==> src/rtl/prog_loader.sv <==
// Framed byte-stream loader for the accumulator CPU's instruction/data memories.
// Frame: HEADER, COUNT, N DATA bytes, CHECK; holds the CPU off while a frame is open.
module prog_loader #(
  parameter int ADDR_W = 5,
  parameter int DATA_W = 8
) (
  input  logic              clk,
  input  logic              rst,
  input  logic              in_valid,
  input  logic [DATA_W-1:0] in_data,
  output logic              in_ready,
  input  logic              err_clr,
  output logic              mem_sel,
  output logic              mem_en,
  output logic              mem_we,
  output logic [ADDR_W-1:0] mem_addr,
  output logic [DATA_W-1:0] mem_din,
  output logic              cpu_hold,
  output logic              done,
  output logic              err,
  output logic [2:0]        state_dbg
);

  // Handshake: a byte moves on a rising edge where in_valid && in_ready are both
  // high; in_valid may rise or fall freely, in_ready depends only on the state.

  localparam int CNT_W = ADDR_W + 1;
  localparam logic [CNT_W-1:0] MAX_N = CNT_W'(2 ** ADDR_W);

  typedef enum logic [2:0] {
    S_IDLE  = 3'd0,
    S_COUNT = 3'd1,
    S_DATA  = 3'd2,
    S_CHECK = 3'd3,
    S_ERR   = 3'd4
  } state_t;

  state_t state, next_state;

  logic              xfer;
  logic              hdr_bad;
  logic              cnt_bad;
  logic              good_frame;
  logic [CNT_W-1:0]  cnt_n;
  logic [DATA_W-1:0] chk_sum;
  logic [ADDR_W-1:0] addr_q;
  logic [CNT_W-1:0]  remaining;
  logic [DATA_W-1:0] sum_q;
  logic              sel_q;
  logic              done_q;

  assign in_ready   = (state != S_ERR);
  assign xfer       = in_valid && in_ready;
  assign hdr_bad    = (in_data[DATA_W-2:ADDR_W] != '0);
  assign cnt_n      = in_data[ADDR_W:0];
  assign cnt_bad    = (in_data[DATA_W-1:ADDR_W+1] != '0) || (cnt_n == '0) || (cnt_n > MAX_N);
  assign chk_sum    = sum_q + in_data;
  assign good_frame = (state == S_CHECK) && xfer && (chk_sum == '0);

  assign cpu_hold  = (state != S_IDLE);
  assign err       = (state == S_ERR);
  assign done      = done_q;
  assign mem_sel   = sel_q;
  assign state_dbg = state;

  always_ff @(posedge clk or negedge rst) begin
    if (!rst) state <= S_IDLE;
    else      state <= next_state;
  end

  always_comb begin
    next_state = state;
    case (state)
      S_IDLE:  if (xfer) next_state = hdr_bad ? S_ERR : S_COUNT;
      S_COUNT: if (xfer) next_state = cnt_bad ? S_ERR : S_DATA;
      S_DATA:  if (xfer && remaining == CNT_W'(1)) next_state = S_CHECK;
      S_CHECK: if (xfer) next_state = (chk_sum == '0) ? S_IDLE : S_ERR;
      S_ERR:   if (err_clr) next_state = S_IDLE;
      default: next_state = S_IDLE;
    endcase
  end

  // Write port is registered: a DATA byte taken at edge k is written by MEM at edge k+1.
  always_ff @(posedge clk or negedge rst) begin
    if (!rst) begin
      sel_q     <= 1'b0;
      addr_q    <= '0;
      remaining <= '0;
      sum_q     <= '0;
      mem_en    <= 1'b0;
      mem_we    <= 1'b0;
      mem_addr  <= '0;
      mem_din   <= '0;
      done_q    <= 1'b0;
    end else begin
      mem_en <= 1'b0;
      mem_we <= 1'b0;
      done_q <= good_frame;
      case (state)
        S_IDLE: if (xfer && !hdr_bad) begin
          sel_q  <= in_data[DATA_W-1];
          addr_q <= in_data[ADDR_W-1:0];
        end
        S_COUNT: if (xfer && !cnt_bad) begin
          remaining <= cnt_n;
          sum_q     <= '0;
        end
        S_DATA: if (xfer) begin
          mem_en    <= 1'b1;
          mem_we    <= 1'b1;
          mem_addr  <= addr_q;
          mem_din   <= in_data;
          addr_q    <= addr_q + ADDR_W'(1);
          remaining <= remaining - CNT_W'(1);
          sum_q     <= chk_sum;
        end
        default: ;
      endcase
    end
  end

endmodule

==> config.mk <==
export PLATFORM = sky130hd
export DESIGN_NAME = prog_loader
export DESIGN_NICKNAME = d
export VERILOG_FILES = /design/src/rtl/prog_loader.sv
export SDC_FILE = /design/constraint.sdc
export NUM_CORES = 1
export LEC_CHECK = 0
export CORE_AREA = 2 2 70 72
export DETAILED_ROUTE_END_ITERATION = 16
export DIE_AREA = 0 0 72 74
export PLACE_DENSITY = 0.74
export SYNTH_ARGS = -nofsm -noshare
export SYNTH_HDL_FRONTEND = slang
export SYNTH_SLANG_ARGS = --single-unit
export TNS_END_PERCENT = 20
==> constraint.sdc <==
create_clock -name clk -period 2.4 [get_ports clk]
set_clock_uncertainty 0.2 [all_clocks]
set_input_delay 0.48 -clock clk [delete_from_list [all_inputs] [get_ports clk]]
set_output_delay 0.48 -clock clk [all_outputs]
set_load 0.01 [all_outputs]
; ---- After elaboration in Yosys (flattened, before gate mapping)
; Index checks and enable logic that the tools add are counted.
[classes]
n_addsub = 3
n_lt_le_gt_ge = 1
eq_ne = 14
n_mux = 20
reduce_logical = 23
[op_table]
columns = cell, count
row1 = $mux W3, 8
row2 = $mux W8, 2
row3 = $ne A2 B2 Y1 const B, 8
row4 = $pmux W8 S2, 1
row5 = $pmux W3 S5, 1
row6 = $mux W6, 2
row7 = $pmux W6 S2, 1
row8 = $mux W5, 2
row9 = $pmux W5 S2, 1
row10 = $add A8 B8 Y8, 1
row11 = $logic_not A8 Y1, 1
row12 = $reduce_bool A2 Y1, 4
row13 = $eq A3 B2 Y1 const B, 2
row14 = $eq A6 B1 Y1 const B, 1
row15 = $gt A6 B6 Y1 const B, 1
row16 = $logic_and A1 B1 Y1, 6
row17 = $logic_not A6 Y1, 1
row18 = $reduce_and A3 Y1, 2
row19 = $sub A6 B1 Y6 const B, 1
row20 = $add A5 B1 Y5 const B, 1
row21 = $reduce_and A5 Y1, 1
row22 = $reduce_and A2 Y1, 2
row23 = $eq A3 B1 Y1 const B, 1
row24 = $eq A3 B3 Y1 const B, 1
row25 = 6 further kinds, 9
[totals]
register_bits = 38
out_inout_bits = 23

; ---- Logic depth before layout (Yosys ltp)
[logic_depth]
ltp_word = 7
depth_mapped = 8
ltp_nobuf = 8

; ---- Least setup slack after synthesis
; No wires, ideal clock.
[synth_timing]
path_type = input port to flip-flop
start = input in_data[0]
end = register state[2], in the netlist state_dbg[2]
t_arrival_ns = 2.368
t_required_ns = 2.061
slack_ns = -0.306
stages = 7
path_cell_list = ha_1 -> fa_1 -> xor2_1 -> or3_1 -> or4_4 -> nor3_1 -> o221ai_1
[synth_via]
elab_chain_len = 6
word_cells_on_any_way = 11
classes_between = add/sub: 1 / order compare: 1 / mux: 5 / reduce/logical: 4
[synth_lines]
columns = item, line
row1 = "start, declared", 10  ; input logic [DATA_W-1:0] in_data,
row2 = branches (longest 5 deep; another with $add A8 B8 Y8), n/a
row3 = $pmux W3 S5 (*), 73  ; case (state)
row4 = "end signal, assigned", 68  ; else state <= next_state;
row5 = "end, declared", 38  ; state_t state, next_state;
; Every way passes the cells marked *. The select of a mux whose other input is x is not followed.
; A chain may end at the register's enable or synchronous reset.

; ---- Final worst setup path
[layout_timing]
start = register sum_q[0]
end = register state[2], in the netlist state_dbg[2]
[layout_via]
elab_chain_len = 5
[layout_lines]
columns = item, line
row1 = "start, declared", 48  ; logic [DATA_W-1:0] sum_q;
row2 = "start signal, assigned", 115  ; sum_q <= chk_sum;
row3 = $add A8 B8 Y8, 57  ; assign chk_sum = sum_q + in_data;
row4 = $logic_not A8 Y1, 77  ; S_CHECK: if (xfer) next_state = (chk_sum == '0) ? S_IDLE : S_ERR;
row5 = $mux W3 (2 in a row), 77
row6 = $pmux W3 S5, 73
; No other way between the ends. The select of a mux whose other input is x is not followed.

==> flow_metrics.tcl <==
set metrics [dict create \
    top_signal_layer_used "met4" \
    htreeDepth 2 \
    io_pins 35 \
    cp_max_fo 2 \
    kind_of_start_point_of_the_critical_path "flip-flop" \
    drc 0 \
    worstPathArrival_ns 2.48 \
    globalRouteTotalUtil 0.188 \
    met3_routed_wirelength_um 223 \
    power_density_nw_per_um2 876 \
    final_area_um2 2910 \
    clk_latency_ns 0.28 \
    post-place-cells 308 \
    antenna_found_initial 0 \
    vias 1748 \
    vias_in_the_first_global_route 1684 \
    post_drt_via_cell_ratio 5.50 \
    cp_cell_sequence "ha_4, fa_2, xor2_1, or3_1, or4_4, nor3_4, o221ai_2" \
    post_dp_cell_area_um2 2680 \
    max_slew_margin 0.610 \
    place.gp.congestion 0.760 \
    buffer_ports.inserted 34 \
    max-clock-path-buffers 2 \
    drt-met1-wl_mm 2.32 \
    crit_family "simple AND/OR/NAND/NOR gates" \
    dp.final_hpwl_mm 3.48 \
    fp.dieW_um 72 \
    grt_first_pass_wirelength_mm 7.77 \
    synth_nets 219 \
    clock.fmax_ghz 0.397 \
    detailedRoute.firstPassIterationCount 4 \
    timing.critical_path.slowest_cell_delay_ns 0.57 \
    period_minus_slack_ns 2.52 \
    clk_pin_slew_ns 0.08 \
    timing.critical_path.required_ns 2.36 \
    die_height_um 74 \
    final-setup-viol-count 2 \
    maxSlewViolCount 0 \
    gr-total-overflow 0 \
    die_area_um2 5330 \
    cts_buffers 5 \
    synth_enable_flop_cells 0 \
    timing.critical_path.from "sum_q[0]" \
    avgRoutedWirePerCell_um 15.3 \
    rr_endpoint "state_dbg[2]" \
    wl_met2_mm 2.25 \
    antenna_cells 0 \
    levels_on_crit_path 7 \
    final-hold-violation-count 20 \
    number_of_instances_in_the_synthesized_netlist 196 \
    rsz0062_at_grt "true" \
    synth_area_leader_cell "sky130_fd_sc_hd__dfrtp_1" \
    postRouteWirelength_mm 4.87 \
    hold_slack_ns -0.0118 \
    min_path_type "in -> async" \
    ys_warn_count 0 \
    layout.filler_cells 376 \
    worst-slew-pin-transition_ns 0.586 \
    timing.setup.critical_path_class "reg -> reg" \
    synth_seq_cells 38 \
    min_period_over_period 1.05 \
    proportion_of_layout_cells_with_a_drive_suffix_above_1 0.314 \
    layout-area-overhead-vs-synth_pct 41.2 \
    cp_num_buf_inv 0 \
    max_cap_viol_count 0 \
    synth_area_leaders "sky130_fd_sc_hd__dfrtp_1, sky130_fd_sc_hd__mux2_2, sky130_fd_sc_hd__ha_1" \
    cellLeakagePower_uw 0.00131 \
    finalNonFillerCells 318 \
    final_critical_path_setup_slack_ns -0.119 \
    critical-path-slowest-cell "sky130_fd_sc_hd__or4_4" \
    final_nets 286 \
    synth-main-ff-cell "sky130_fd_sc_hd__dfrtp_1" \
    violations "hold timing, setup timing" \
    core.rowCount 25 \
    r2r_cells 7 \
    ff2ff_setup_slack_ns -0.12 \
    worst_setup_path_end_kind "flip-flop" \
    fp.coreArea_um2 4600 \
    syn_avg_cell_area_um2 10.5 \
    number_of_drc_markers_after_the_initial_detailed_route_iteration 125 \
    cts_tree "done" \
    worst_ir_drop_vdd_mv 0.488 \
    crit-reg2reg-launch "sum_q[0]" \
    ctsRootBufferMaster "sky130_fd_sc_hd__clkbuf_8" \
    netlist_area_pre_place_um2 2060 \
    outcome "finished with violations" \
    asyncSetResetFlopFracSynth 1.00 \
    start_util 0.448 \
    synthDominantCellAreaShare 0.462 \
    cts_num_sinks 38 \
    synth_cell_type_count 43 \
    ys_seq_area_frac 0.462 \
    grt_start_max_net_pins 27 \
    route.antenna.remaining_nets 0 \
]
==> logic make-up (layout without fill, tap and decap cells) <==
logic type,count (synthesis),count (layout),synth area share
xor gates and xnor gates,7,7,0.0298
and+or+nand+nor,62,62,0.148
AOI/OAI and AO/OA,48,48,0.170
DFF,38,38,0.462
buffers and inverters,15,83,0.0383
muxes,15,15,0.0814
adders and majority gates,11,11,0.0705
==> what timing repair did <==
item | in CTS | in global routing
endpoints found under the setup margin | 16 | 15
hold buffers | 0 | 0
pin swaps | 9 | 7
gates resized for setup | 20 | 11
gates cloned | 0 | 0
setup buffers | 1 | 1
==> cells in the final DEF, fill, tap and decap left out, types with 2 or more instances in the layout <==
master and n:
sky130_fd_sc_hd__dfrtp_1 38, sky130_fd_sc_hd__buf_4 34, sky130_fd_sc_hd__clkdlybuf4s50_1 28, sky130_fd_sc_hd__nor2_1 27
sky130_fd_sc_hd__mux2_2 14, sky130_fd_sc_hd__nand2_1 10, sky130_fd_sc_hd__o21ai_0 8, sky130_fd_sc_hd__a22o_1 8
sky130_fd_sc_hd__a31oi_1 6, sky130_fd_sc_hd__nor3_1 6, sky130_fd_sc_hd__o22a_1 6, sky130_fd_sc_hd__ha_1 6
sky130_fd_sc_hd__or3_1 5, sky130_fd_sc_hd__xor2_1 5, sky130_fd_sc_hd__clkbuf_8 5, sky130_fd_sc_hd__inv_1 4
sky130_fd_sc_hd__a21oi_1 4, sky130_fd_sc_hd__a21oi_2 3, sky130_fd_sc_hd__ha_4 3, sky130_fd_sc_hd__clkbuf_2 3
sky130_fd_sc_hd__or4_4 2, sky130_fd_sc_hd__nand3_1 2, sky130_fd_sc_hd__nor3_4 2, sky130_fd_sc_hd__o21ai_4 2
sky130_fd_sc_hd__nand2b_1 2, sky130_fd_sc_hd__and3_1 2, sky130_fd_sc_hd__clkbuf_1 2, sky130_fd_sc_hd__buf_6 2
==> worst max path at each step <==
stage	endpoint
after floorplan	state_dbg[2]
after global placement	state_dbg[2]
after detailed placement	state_dbg[2]
after CTS	state_dbg[2]
after global routing	state_dbg[2]
final	state_dbg[2]
==> metrics by stage <==
| step | power, uW | setup WS [ns] | setup TNS [ns] | util | hold WS, ns |
|---|---|---|---|---|---|
| global route | 2710 | -0.223 | -0.333 | 0.632 | 0.0392 |
| global placement | 1900 | -0.714 | -8.23 | 0.583 | 0.278 |
| detailed placement | 1920 | -0.756 | -8.89 | 0.583 | 0.288 |
| CTS | 2510 | -0.191 | -0.236 | 0.624 | 0.00981 |
| floorplan | 1470 | -0.133 | -0.173 | - | -0.0156 |
| finish | 2550 | -0.119 | -0.160 | 0.632 | -0.0118 |
==> synth_stat cells, types with 3 or more instances <==
master	number
sky130_fd_sc_hd__dfrtp_1	38
sky130_fd_sc_hd__nor2_1	27
sky130_fd_sc_hd__mux2_2	14
sky130_fd_sc_hd__ha_1	10
sky130_fd_sc_hd__nand2_1	10
sky130_fd_sc_hd__a22o_1	8
sky130_fd_sc_hd__nor3_1	8
sky130_fd_sc_hd__o21ai_0	8
sky130_fd_sc_hd__a21oi_1	6
sky130_fd_sc_hd__a31oi_1	6
sky130_fd_sc_hd__o22a_1	6
sky130_fd_sc_hd__or3_1	5
sky130_fd_sc_hd__xor2_1	5
sky130_fd_sc_hd__inv_1	4
sky130_fd_sc_hd__buf_2	3
sky130_fd_sc_hd__buf_4	3
sky130_fd_sc_hd__clkbuf_1	3
==> where the power goes <==
group | internal [uW] | switching [uW]
registers | 812 | 151
logic | 594 | 455
clock network | 311 | 223
total | 1720 | 828
==> cell type report <==
class,count,area (um2),area share
Clock buffer,7,76.3,0.0262
Clock inverter,1,30.0,0.0103
Inverter,5,18.8,0.00645
Multi-Input combinational cell,143,1170,0.401
Sequential cell,38,951,0.327
Tap cell,54,67.6,0.0232
Timing Repair Buffer,70,598,0.206
==> registers in the layout, summed over array words and instances, names as in the netlist <==
signal and count:
mem_addr 5, mem_din 8, mem_sel 1, remaining 6
state_dbg 3, done 1, addr_q 5, sum_q 8
mem_we 1
==> routing by layer <==
metal | GRT usage | vias to the layer above
li1 | - | 842
met1 | 0.251 | 842
met2 | 0.311 | 55
met3 | 0.0434 | 9
met4 | 0.0545 | 0
met5 | 0 | -
Note: power is estimated with default switching activity, not from simulation.
